<file path="config.mk">
export PLATFORM = sky130hd
export DESIGN_NAME = fft_uart_sequencer
export DESIGN_NICKNAME = d
export VERILOG_FILES = /design/src/rtl/fft_uart_sequencer_pkg.sv /design/src/rtl/fft_uart_sequencer_seq_timeout_counter.sv /design/src/rtl/fft_uart_sequencer.sv
export SDC_FILE = /design/constraint.sdc
export NUM_CORES = 1
export LEC_CHECK = 0
export CAP_MARGIN = 20
export CELL_PAD_IN_SITES_DETAIL_PLACEMENT = 0
export CELL_PAD_IN_SITES_GLOBAL_PLACEMENT = 1
export CORE_UTILIZATION = 45
export CTS_BUF_LIST = sky130_fd_sc_hd__clkbuf_8
export DETAILED_ROUTE_END_ITERATION = 7
export PLACE_DENSITY_LB_ADDON = 0.1
export SKIP_LAST_GASP = 1
export SYNTH_ARGS = -nofsm -noshare
export SYNTH_HDL_FRONTEND = slang
export SYNTH_SLANG_ARGS = --single-unit
</file>
<file path="constraint.sdc">
create_clock -name i_clk -period 4.2 [get_ports i_clk]
set_clock_uncertainty 0.05 [all_clocks]
set_input_delay 0.84 -clock i_clk [delete_from_list [all_inputs] [get_ports i_clk]]
set_output_delay 0.84 -clock i_clk [all_outputs]
set_load 0.02 [all_outputs]
</file>
<file path="src/rtl/fft_uart_sequencer_pkg.sv">
// fft_uart_sequencer_pkg: state encoding and width helpers shared by the frame sequencer.
package fft_uart_sequencer_pkg;

    typedef enum logic [2:0] {
        RECV,
        WAIT_FFT,
        READ,
        SEND,
        WAIT_TX
    } state_t;

    localparam int BYTES_PER_BIN = 4;
    localparam int BYTE_W        = $clog2(BYTES_PER_BIN);

    function automatic int cnt_width(input int limit);
        return $clog2(limit + 1);
    endfunction

endpackage

</file>
<file path="src/rtl/fft_uart_sequencer_seq_timeout_counter.sv">
// seq_timeout_counter: loadable down-counter; expired stays high once an armed count reaches zero.
module seq_timeout_counter #(
    parameter int W = 12
) (
    input  logic         clk,
    input  logic         rst_n,
    input  logic         load,
    input  logic         clear,
    input  logic [W-1:0] load_val,
    output logic         expired
);

    logic [W-1:0] cnt;
    logic         active;

    always_ff @(posedge clk or negedge rst_n) begin
        if (!rst_n) begin
            cnt    <= '0;
            active <= 1'b0;
        end else if (clear) begin
            cnt    <= '0;
            active <= 1'b0;
        end else if (load) begin
            cnt    <= load_val;
            active <= 1'b1;
        end else if (active && cnt != '0) begin
            cnt    <= cnt - 1'b1;
        end
    end

    assign expired = active && cnt == '0;

endmodule

</file>
<file path="src/rtl/fft_uart_sequencer.sv">
// fft_uart_sequencer: collects UART sample bytes into the FFT input buffer, runs the FFT,
// and streams every result bin back out over UART as four bytes, recovering from timeouts.
module fft_uart_sequencer
    import fft_uart_sequencer_pkg::*;
#(
    parameter int FFT_SIZE    = 16,
    parameter int WORD_SIZE   = 16,
    parameter int DATA_LENGTH = 8,
    parameter int FRACTION    = 8,
    parameter int RX_TIMEOUT  = 4096,
    parameter int FFT_TIMEOUT = 1024
) (
    input  logic                        i_clk,
    input  logic                        i_rst,
    input  logic                        i_rx_valid,
    input  logic [DATA_LENGTH-1:0]      i_rx_byte,
    input  logic                        i_rx_error,
    output logic                        o_smp_wr,
    output logic [$clog2(FFT_SIZE)-1:0] o_smp_addr,
    output logic [WORD_SIZE-1:0]        o_smp_data,
    output logic                        o_fft_rst,
    output logic                        o_fft_start,
    input  logic                        i_fft_done,
    output logic [$clog2(FFT_SIZE)-1:0] o_res_addr,
    input  logic [WORD_SIZE-1:0]        i_res_re,
    input  logic [WORD_SIZE-1:0]        i_res_im,
    output logic                        o_tx_start,
    output logic [DATA_LENGTH-1:0]      o_tx_byte,
    input  logic                        i_tx_done,
    output logic                        o_busy,
    output logic                        o_frame_done,
    output logic                        o_error
);

    localparam int AW  = $clog2(FFT_SIZE);
    localparam int RXW = cnt_width(RX_TIMEOUT);
    localparam int FTW = cnt_width(FFT_TIMEOUT);
    localparam logic [AW-1:0]     LAST      = AW'(FFT_SIZE - 1);
    localparam logic [BYTE_W-1:0] LAST_BYTE = BYTE_W'(BYTES_PER_BIN - 1);

    state_t                 state_q, state_d;
    logic [AW-1:0]          count, bin;
    logic [BYTE_W-1:0]      byte_idx;
    logic                   rd_phase;
    logic [2*WORD_SIZE-1:0] shreg;
    logic [WORD_SIZE-1:0]   ext;
    logic in_recv, last_wr, disc, complete, acc, fft_ok, fft_to;
    logic rx_exp, fft_exp, tx_adv, byte_last, bin_last, frame_end;

    assign in_recv   = state_q == RECV;
    // The last sample's write strobe doubles as the frame-complete marker, so no extra flag.
    assign last_wr   = o_smp_wr && o_smp_addr == LAST;
    assign disc      = in_recv && (i_rx_error || rx_exp);
    assign complete  = in_recv && !disc && last_wr;
    assign acc       = in_recv && i_rx_valid && !disc && !last_wr;
    assign fft_ok    = state_q == WAIT_FFT && i_fft_done;
    assign fft_to    = state_q == WAIT_FFT && !i_fft_done && fft_exp;
    assign tx_adv    = state_q == WAIT_TX && i_tx_done;
    assign byte_last = byte_idx == LAST_BYTE;
    assign bin_last  = bin == LAST;
    assign frame_end = tx_adv && byte_last && bin_last;
    assign ext       = WORD_SIZE'($signed(i_rx_byte)) << FRACTION;

    seq_timeout_counter #(.W(RXW)) u_rx_timer (
        .clk      (i_clk),
        .rst_n    (i_rst),
        .load     (acc),
        .clear    (disc || complete || !in_recv),
        .load_val (RXW'(RX_TIMEOUT - 1)),
        .expired  (rx_exp)
    );

    seq_timeout_counter #(.W(FTW)) u_fft_timer (
        .clk      (i_clk),
        .rst_n    (i_rst),
        .load     (complete),
        .clear    (fft_ok || fft_to),
        .load_val (FTW'(FFT_TIMEOUT - 1)),
        .expired  (fft_exp)
    );

    always_ff @(posedge i_clk or negedge i_rst) begin
        if (!i_rst) state_q <= RECV;
        else        state_q <= state_d;
    end

    always_comb begin
        state_d = state_q;
        case (state_q)
            RECV:     state_d = complete ? WAIT_FFT : RECV;
            WAIT_FFT: state_d = i_fft_done ? READ : (fft_exp ? RECV : WAIT_FFT);
            READ:     state_d = rd_phase ? SEND : READ;
            SEND:     state_d = WAIT_TX;
            WAIT_TX:  state_d = !i_tx_done ? WAIT_TX : (!byte_last ? SEND : (bin_last ? RECV : READ));
            default:  state_d = RECV;
        endcase
    end

    always_comb begin
        o_busy     = !in_recv;
        o_res_addr = (state_q == READ && !rd_phase) ? bin : '0;
    end

    always_ff @(posedge i_clk or negedge i_rst) begin
        if (!i_rst) begin
            count        <= '0;
            bin          <= '0;
            byte_idx     <= '0;
            rd_phase     <= 1'b0;
            shreg        <= '0;
            o_smp_wr     <= 1'b0;
            o_smp_addr   <= '0;
            o_smp_data   <= '0;
            o_fft_rst    <= 1'b1;
            o_fft_start  <= 1'b0;
            o_tx_start   <= 1'b0;
            o_tx_byte    <= '0;
            o_frame_done <= 1'b0;
            o_error      <= 1'b0;
        end else begin
            o_smp_wr     <= acc;
            o_fft_start  <= complete;
            o_tx_start   <= state_q == SEND;
            o_error      <= disc || fft_to;
            o_frame_done <= frame_end;
            o_fft_rst    <= disc || fft_to || frame_end;
            rd_phase     <= state_q == READ && !rd_phase;
            if (acc) begin
                o_smp_addr <= count;
                o_smp_data <= ext;
            end
            if (disc) count <= '0;
            else if (acc) count <= (count == LAST) ? '0 : count + 1'b1;
            if (fft_ok) bin <= '0;
            if (state_q == READ && rd_phase) shreg <= {i_res_re, i_res_im};
            if (state_q == SEND) begin
                o_tx_byte <= shreg[2*WORD_SIZE-1 -: DATA_LENGTH];
                shreg     <= shreg << DATA_LENGTH;
            end
            if (tx_adv) begin
                byte_idx <= byte_last ? '0 : byte_idx + 1'b1;
                if (byte_last) bin <= bin_last ? '0 : bin + 1'b1;
            end
        end
    end

endmodule

</file>
==> reports/qor.csv, run 1 <==
stage;metric;value;unit
run_status;status;finished, final reports clean;
routing;Vias;3699;
cells_and_area;FF+latch area;2450;um^2
grt;global-route wire length before repair;17800;um
clocking;H-tree levels;3;
cells_and_area;fill cell count;903;
cells_and_area;Final nets;617;
cells_and_area;area growth from synthesis to layout;23.5;%
synth;Seq/Total Area, Yosys;52.2;%
sta;fin. max-slew vios;0;
cells_and_area;commonest cells after routing, fill and taps aside;101 x nand2_1, 97 x dfrtp_1, 75 x clkdlybuf4s50_1;
sta;Max-slew headroom;44.3;%
power;pwr/cell area;664;nW/um^2
setup_path;R2R Path End;u_rx_timer.cnt[10];
synth;ys flop type;dfrtp_1;
sta;fmax;300;MHz
grt;Total GRT Usage;20.4;%
grt;met1 usage;29.4;%
setup_path;critical path fanouts, max;9;
grt;initial antenna violation count;0;
setup_path;Crit path largest cell delay;0.73;ns
routing;DRT antenna net count;0;
setup_path;CP bufs+invs;1;
synth;Avg Cell Area, Syn;9.40;um^2
routing;# DRC;0;
synth;Synth Cell Area;4700;um^2
setup_path;launching point of the worst reg2reg path;u_rx_timer.cnt[0];
placement;port bufs;76;
sta;final worst path period need;3.33;ns
setup_path;CP endpoint kind;output port;
sta;setup tns final;0;ns
cells_and_area;Finished Layout Cells;703;
routing;Post-Route WL;10400;um
cells_and_area;commonest non-fill, non-tap cell in the layout;nand2_1;
synth;post-synthesis cell type count;53;
die;die area;10900;um^2
grt;vias in the first global route;3588;
cells_and_area;ANT cells;0;
cells_and_area;Final Cell Area;5810;um^2
setup_path;arrival time worst endpoint;2.44;ns
setup_path;crit path launch type;flop;
setup_path;CP max stage cell;nor4b_1;
routing;vias per cell;5.26;
grt;GRT Max-Usage Layer;met2;
sta;Hold Vio Cnt, Final;0;
clocking;number of CTS-inserted buffers;9;
setup_path;CP delay by family, top;simple AND/OR/NAND/NOR gates;
clocking;CTS tree;yes;
die;# IOs;85;
setup_path;worst reg2reg setup slack;1.19;ns
clocking;Skew-Pair Late Insertion Delay;0.37;ns
setup_path;r2r worst-path depth;8;
synth;#FFs+latches synth;98;
sta;Slew @ Worst Pin;0.827;ns
placement;placed cell count;686;
die;CORE AREA;9950;um^2
setup_path;CP Cell Sequence;nor4b_1, and2_1, clkdlybuf4s50_1;
grt;met3 Track Usage GR;6.02;%
synth;number of synthesized flops with an enable pin;0;
grt;largest net degree at the start of global routing;82;
sta;setup violators final;0;
power;maximum VDD drop;323;uV
setup_path;Worst EP required;3.31;ns
power;Leakage;2.51;nW
grt;routing usage on met2;30.0;%
setup_path;Worst Path Class, Setup;reg2out;
placement;Placement Cell Area;5530;um^2
grt;gr ovfl total;0;
sta;Tcrit/Tclk final;79.2;%
placement;Final GP Congestion;0.861;
clocking;CTS sink count;98;
clocking;Reg clk slew, reported paths;0.09;ns
placement;DP HPWL;6910;um
clocking;count of hold-fix buffers inserted at cts;0;
clocking;post-CTS sizing;0;
routing;Initial DRC Count;105;
synth;fraction of registers with async set or reset after synthesis;100;%
synth;Cells after Synth;500;
routing;WL/cell;14.8;um
clocking;cell chosen for the clock root;clkbuf_8;
die;num rows;36;
die;die width;104;um
routing;Detailed Routing Iterations Pass 1;4;
die;Starting Density;47.2;%
cells_and_area;ratio of cells with drive above 1 in the final layout;6.32;%
clocking;post-CTS setup buffers;0;
clocking;Max Root-Sink Buffers;2;
synth;Ys Warns;0;
sta;Min Hold Slack;0.254;ns
min_path;worst min path class;in2async;
die;Die Y;104;um
sta;unrepaired setup endpoints after global routing;false;
cells_and_area;Multi-input gate area;2070;um^2
run;Max Cap Viol;0;
## worst max path at each step
stage,start,to,slack [ns],cells after the start
after detailed placement,i_rx_valid,u_rx_timer.cnt[2],1.01,7
final,state_q[2],o_res_addr[3],0.87,3
after floorplan,i_rx_valid,u_rx_timer.cnt[10],1.92,8
after CTS,state_q[2],o_res_addr[1],0.83,3
after global placement,i_rx_valid,count[3],1.10,8
after global routing,state_q[2],o_res_addr[3],0.72,3
## stage by stage
stage | setup WS, ns | power, W | utilization (%)
after floorplan | 1.92 | 0.00261 | -
after global placement | 1.10 | 0.00307 | 55.6
after detailed placement | 1.01 | 0.00312 | 55.6
after CTS | 0.831 | 0.00388 | 58.1
after global routing | 0.719 | 0.00415 | 58.4
final | 0.872 | 0.00386 | 58.4
## synthesized netlist by cell type, types with 3 or more instances
| library cell | number | area, um^2 |
|---|---|---|
| buf_4 | 9 | 67.6 |
| xnor2_1 | 7 | 61.3 |
| a22o_1 | 8 | 70.1 |
| dfrtp_1 | 97 | 2430 |
| nand4_1 | 3 | 18.8 |
| clkbuf_1 | 16 | 60.1 |
| nor4_1 | 7 | 43.8 |
| mux2i_1 | 25 | 250 |
| or3_1 | 5 | 31.3 |
| nor3_1 | 7 | 35.0 |
| nor2_1 | 43 | 161 |
| o22ai_1 | 8 | 50.1 |
| ha_1 | 6 | 75.1 |
| inv_1 | 10 | 37.5 |
| and2_1 | 10 | 62.6 |
| o21ai_0 | 21 | 105 |
| nand2_1 | 101 | 379 |
| a21oi_1 | 46 | 230 |
| o221a_2 | 4 | 45.0 |
| nand3_1 | 7 | 35.0 |
| o31ai_1 | 4 | 30.0 |
| nor4b_1 | 3 | 26.3 |
| or2_2 | 3 | 18.8 |
| buf_2 | 7 | 35.0 |
## flip-flops by register name (all words and copies together), names as in the netlist, 2 cells and up
name and count:
o_smp_data 8, u_fft_timer.cnt 11, o_tx_byte 8, bin 4, byte_idx 2, state_q 3
u_rx_timer.cnt 13, count 4, shreg 32, o_smp_addr 4
## area by class of cell
class	count	area share [%]
Tap cell	133	2.86
Sequential cell	98	42.2
Clock inverter	5	1.72
Timing Repair Buffer	82	14.2
Multi-Input combinational cell	362	35.6
Inverter	12	0.775
Clock buffer	11	2.61
## cells by family (layout without fill, tap and decap cells)
family | Yosys count | in the layout | synth area share (%)
flip-flops | 98 | 98 | 52.2
adder cells (fa/ha/maj) | 6 | 6 | 1.60
AND/OR/NAND/NOR | 205 | 205 | 20.0
buffers and inverters | 47 | 110 | 4.68
multiplexers | 26 | 26 | 5.56
AO/OA/AOI/OAI | 110 | 110 | 14.6
XOR/XNOR | 7 | 7 | 1.30
other | 1 | 8 | 0.0798
## power by group
| group | internal [W] | total [W] | switching (W) |
|---|---|---|---|
| registers | 0.00131 | 0.00160 | 0.000296 |
| logic | 0.000692 | 0.00150 | 0.000813 |
| clock network | 0.000426 | 0.000748 | 0.000322 |
## routing by layer
| metal | vias up | routed length, um | part of all wire [%] |
|---|---|---|---|
| met1 | 1762 | 5180 | 50 |
| met4 | 0 | 96 | 0.92 |
| li1 | 1843 | - | - |
| met2 | 86 | 4650 | 45 |
| met3 | 8 | 471 | 4.5 |
| met5 | - | 0 | 0 |
Power figures use the tool's default switching activity.
==> run 2, diff against run 1 <==
- CORE_UTILIZATION: 45 -> 37
- clock period: 4.2 -> 2.9 ns (I/O delays scaled with it)
==> reports/qor.csv, run 2 (synthesis results as in run 1) <==
stage;metric;value;unit
run_status;status;finished, final reports clean;
cells_and_area;largest reg by FF count;shreg;
routing;Initial DRC Count;241;
grt;gr ovfl total;0;
grt;largest net degree at the start of global routing;67;
die;num rows;40;
cells_and_area;ANT cells;0;
cells_and_area;biggest regs;shreg: 32 flops, u_rx_timer.cnt: 13 flops, u_fft_timer.cnt: 11 flops;
die;# IOs;85;
clocking;Reg clk slew, reported paths;0.10;ns
grt;global-route wire length before repair;17700;um
power;Leakage;2.52;nW
power;Clock power frac;16.4;%
placement;placed cell count;729;
die;Die Y;115;um
setup_path;Crit path largest cell delay;0.61;ns
grt;vias in the first global route;3567;
sta;final worst path period need;2.71;ns
clocking;CTS sink count;98;
cells_and_area;Finished Layout Cells;745;
die;die area;13200;um^2
sta;unrepaired setup endpoints after global routing;false;
setup_path;worst reg2reg setup slack;0.26;ns
cells_and_area;area growth from synthesis to layout;24.0;%
setup_path;Worst Path Class, Setup;reg2out;
sta;Slew @ Worst Pin;0.636;ns
cells_and_area;Core Util, Final;47.7;%
placement;port bufs;76;
run;Max Cap Viol;0;
sta;fmax;369;MHz
routing;vias per cell;4.98;
sta;setup tns final;0;ns
routing;Vias;3709;
cells_and_area;commonest non-fill, non-tap cell in the layout;nand2_1;
power;pwr/cell area;935;nW/um^2
setup_path;R2R Path End;u_rx_timer.cnt[10];
sta;Hold Vio Cnt, Final;0;
cells_and_area;Final nets;624;
power;maximum VDD drop;289;uV
die;die width;115;um
setup_path;CP bufs+invs;2;
setup_path;CP max stage cell;clkdlybuf4s50_1;
setup_path;CP Cell Sequence;nor4b_1, buf_4, and2_1, clkdlybuf4s50_1;
clocking;CTS tree;yes;
cells_and_area;ratio of cells with drive above 1 in the final layout;7.28;%
power;P_sw;0.00210;W
setup_path;critical path fanouts, max;9;
setup_path;CP delay by family, top;buffers and inverters;
grt;initial antenna violation count;0;
placement;Final GP Congestion;0.799;
power;Flop pwr share;42.4;%
die;Starting Density;38.5;%
clocking;number of CTS-inserted buffers;9;
die;CORE AREA;12200;um^2
clocking;post-CTS sizing;0;
setup_path;CP endpoint kind;output port;
power;Comb power frac;41.2;%
grt;Total GRT Usage;17.2;%
routing;WL/cell;14.4;um
clocking;Max Root-Sink Buffers;2;
clocking;cell chosen for the clock root;clkbuf_8;
setup_path;launching point of the worst reg2reg path;u_rx_timer.cnt[0];
sta;Max-slew headroom;57.6;%
cells_and_area;commonest cells after routing, fill and taps aside;101 x nand2_1, 97 x dfrtp_1, 75 x clkdlybuf4s50_1;
clocking;count of hold-fix buffers inserted at cts;0;
routing;Detailed Routing Iterations Pass 1;4;
clocking;H-tree levels;3;
placement;DP HPWL;7360;um
min_path;worst min path class;in2async;
sta;fin. max-slew vios;0;
routing;DRT antenna net count;0;
power;Sw Ratio;38.5;%
setup_path;r2r worst-path depth;8;
setup_path;arrival time worst endpoint;2.08;ns
setup_path;crit path launch type;flop;
setup_path;Worst EP required;2.27;ns
power;internal power;0.00335;W
routing;Post-Route WL;10700;um
sta;setup violators final;0;
sta;Tcrit/Tclk final;93.5;%
routing;# DRC;0;
cells_and_area;Largest register FFs;32;
clocking;post-CTS setup buffers;0;
clocking;Skew-Pair Late Insertion Delay;0.36;ns
[run 2: power by group through the flow]
stage | logic [W] | clock network (W) | registers, W
after floorplan | 0.00141 | 0 | 0.00237
after global placement | 0.00221 | 0 | 0.00232
after detailed placement | 0.00225 | 0 | 0.00233
after CTS | 0.00226 | 0.000944 | 0.00230
after global routing | 0.00252 | 0.000996 | 0.00238
final | 0.00224 | 0.000896 | 0.00231
[run 2: metrics by stage]
stage          power, W  instance area, um^2  hold WS (ns)  worst slack, ns
2_1_floorplan   0.00378                 4730         0.234            0.698
3_3_place_gp    0.00452                 5630         0.398            0.328
3_5_place_dp    0.00458                 5630         0.411            0.284
4_1_cts         0.00550                 5830         0.176            0.129
5_1_grt         0.00589                 5830         0.204           0.0513
6_report        0.00545                 5830         0.158            0.188
[run 2: worst max-delay path by stage]
stage / startpoint / endpoint / slack, ns / cells after the start
after floorplan: u_rx_timer.cnt[0] / u_rx_timer.cnt[10] / 0.70 / 9
after global placement: i_rx_valid / count[3] / 0.33 / 8
after detailed placement: i_rx_valid / count[3] / 0.28 / 8
after CTS: state_q[2] / o_res_addr[2] / 0.13 / 4
after global routing: state_q[2] / o_res_addr[3] / 0.05 / 4
final: state_q[2] / o_res_addr[2] / 0.19 / 4
[run 2: metal layers]
| metal | up-vias | share of wire (%) | track usage [%] |
|---|---|---|---|
| met3 | 9 | 4.1 | 2.95 |
| met4 | 0 | 1.2 | 6.84 |
| met5 | - | 0 | 0 |
| li1 | 1862 | - | - |
| met2 | 83 | 43 | 25.6 |
| met1 | 1755 | 51 | 25.0 |
[run 2: layout make-up]
cell class / count / area [um^2]
fillers: 1210 / 6380
flip-flops and latches: 98 / 2450
multi-input cells: 362 / 2070
repair buffers: 89 / 856
well taps: 168 / 210
clock buffers: 10 / 138
clock inverters: 6 / 57.6
inverters: 12 / 45.0
==> run 3, diff against run 2 <==
- CTS_BUF_LIST: sky130_fd_sc_hd__clkbuf_8 -> sky130_fd_sc_hd__clkbuf_4
==> reports/qor.csv, run 3 (synthesis results as in run 1) <==
stage;metric;value;unit
placement;port bufs;76;
min_path;worst min path class;in2async;
grt;largest net degree at the start of global routing;67;
placement;placed cell count;729;
setup_path;launching point of the worst reg2reg path;u_rx_timer.cnt[0];
setup_path;r2r worst-path depth;8;
setup_path;R2R Path End;u_rx_timer.cnt[2];
die;CORE AREA;12200;um^2
die;Starting Density;38.5;%
routing;Post-Route WL;10800;um
grt;global-route wire length before repair;17700;um
sta;Max-slew headroom;57.6;%
die;# IOs;85;
sta;Hold Vio Cnt, Final;0;
routing;vias per cell;5.00;
clocking;Max Root-Sink Buffers;2;
setup_path;Worst Path Class, Setup;reg2out;
cells_and_area;ratio of cells with drive above 1 in the final layout;8.42;%
cells_and_area;Largest register FFs;32;
clocking;cell chosen for the clock root;clkbuf_4;
setup_path;crit path launch type;flop;
power;maximum VDD drop;288;uV
die;num rows;40;
setup_path;critical path fanouts, max;9;
routing;Detailed Routing Iterations Pass 1;5;
sta;Tcrit/Tclk final;95.1;%
cells_and_area;biggest regs;shreg: 32 flops, u_rx_timer.cnt: 13 flops, u_fft_timer.cnt: 11 flops;
setup_path;Crit path largest cell delay;0.60;ns
placement;DP HPWL;7360;um
routing;WL/cell;14.3;um
sta;fmax;363;MHz
clocking;CTS tree;yes;
routing;DRT antenna net count;0;
sta;setup violators final;0;
clocking;H-tree levels;3;
cells_and_area;commonest non-fill, non-tap cell in the layout;nand2_1;
sta;unrepaired setup endpoints after global routing;false;
die;die width;115;um
clocking;count of hold-fix buffers inserted at cts;0;
cells_and_area;Finished Layout Cells;750;
setup_path;CP bufs+invs;2;
setup_path;Worst EP required;2.27;ns
die;die area;13200;um^2
grt;vias in the first global route;3570;
sta;fin. max-slew vios;0;
power;Leakage;2.57;nW
power;pwr/cell area;914;nW/um^2
cells_and_area;ANT cells;0;
routing;Vias;3750;
sta;Min Hold Slack;0.0423;ns
grt;initial antenna violation count;0;
setup_path;arrival time worst endpoint;2.13;ns
clocking;number of CTS-inserted buffers;9;
cells_and_area;Core Util, Final;47.6;%
setup_path;CP delay by family, top;buffers and inverters;
sta;Slew @ Worst Pin;0.636;ns
grt;Total GRT Usage;17.3;%
sta;setup tns final;0;ns
routing;# DRC;0;
setup_path;CP endpoint kind;output port;
setup_path;worst reg2reg setup slack;0.29;ns
sta;final worst path period need;2.76;ns
routing;Initial DRC Count;245;
run_status;status;finished, final reports clean;
die;Die Y;115;um
cells_and_area;largest reg by FF count;shreg;
clocking;Reg clk slew, reported paths;0.15;ns
placement;Final GP Congestion;0.799;
setup_path;CP Cell Sequence;nor4b_1, buf_4, and2_1, clkdlybuf4s50_1;
cells_and_area;commonest cells after routing, fill and taps aside;101 x nand2_1, 95 x dfrtp_1, 72 x clkdlybuf4s50_1;
run;Max Cap Viol;0;
clocking;CTS sink count;98;
clocking;Skew-Pair Late Insertion Delay;0.46;ns
setup_path;CP max stage cell;clkdlybuf4s50_1;
grt;gr ovfl total;0;
cells_and_area;area growth from synthesis to layout;23.7;%
cells_and_area;Final nets;629;
[run 3: timing repair]
item,CTS,global route
gates resized for setup,0,5
endpoints found under the setup margin,0,4
setup buffers,0,5
[run 3: final cells by class]
type                       instances  area, um^2
fill                            1217        6400
sequential                        98        2460
multi-input combinational        362        2070
timing repair buffer              94         901
tap                              168         210
clock buffer                      10        75.1
clock inverter                     6        57.6
inverter                          12        45.0
[run 3: metal layers]
layer	share of wire [%]	global-route usage (%)
met1	50	24.9
met2	43	25.7
met3	4.3	3.11
met4	1.9	7.62
met5	0	0
[run 3: power breakdown]
part,internal (W),switching [W],total (W),leakage [nW]
Clock,0.000268,0.000466,0.000734,0.0776
Sequential,0.00189,0.000401,0.00229,1.22
Combinational,0.00107,0.00122,0.00229,1.27
Total,0.00323,0.00209,0.00531,2.57
[run 3: per-stage QoR]
step           cell area, um^2  setup WS (ns)  power, W
3_3_place_gp              5630          0.328   0.00452
5_1_grt                   5810       0.000945   0.00575
6_report                  5810          0.142   0.00531
4_1_cts                   5770        0.00210   0.00533
2_1_floorplan             4730          0.698   0.00378
3_5_place_dp              5630          0.284   0.00458
[run 3: worst max-delay path by stage]
stage / start / endpoint / slack (ns) / depth (start not counted)
global route: state_q[1] / o_res_addr[0] / 0.0009 / 4
finish: state_q[1] / o_res_addr[0] / 0.14 / 4
global placement: i_rx_valid / count[3] / 0.33 / 8
CTS: state_q[0] / o_res_addr[2] / 0.002 / 4
detailed placement: i_rx_valid / count[3] / 0.28 / 8
floorplan: u_rx_timer.cnt[0] / u_rx_timer.cnt[10] / 0.70 / 9
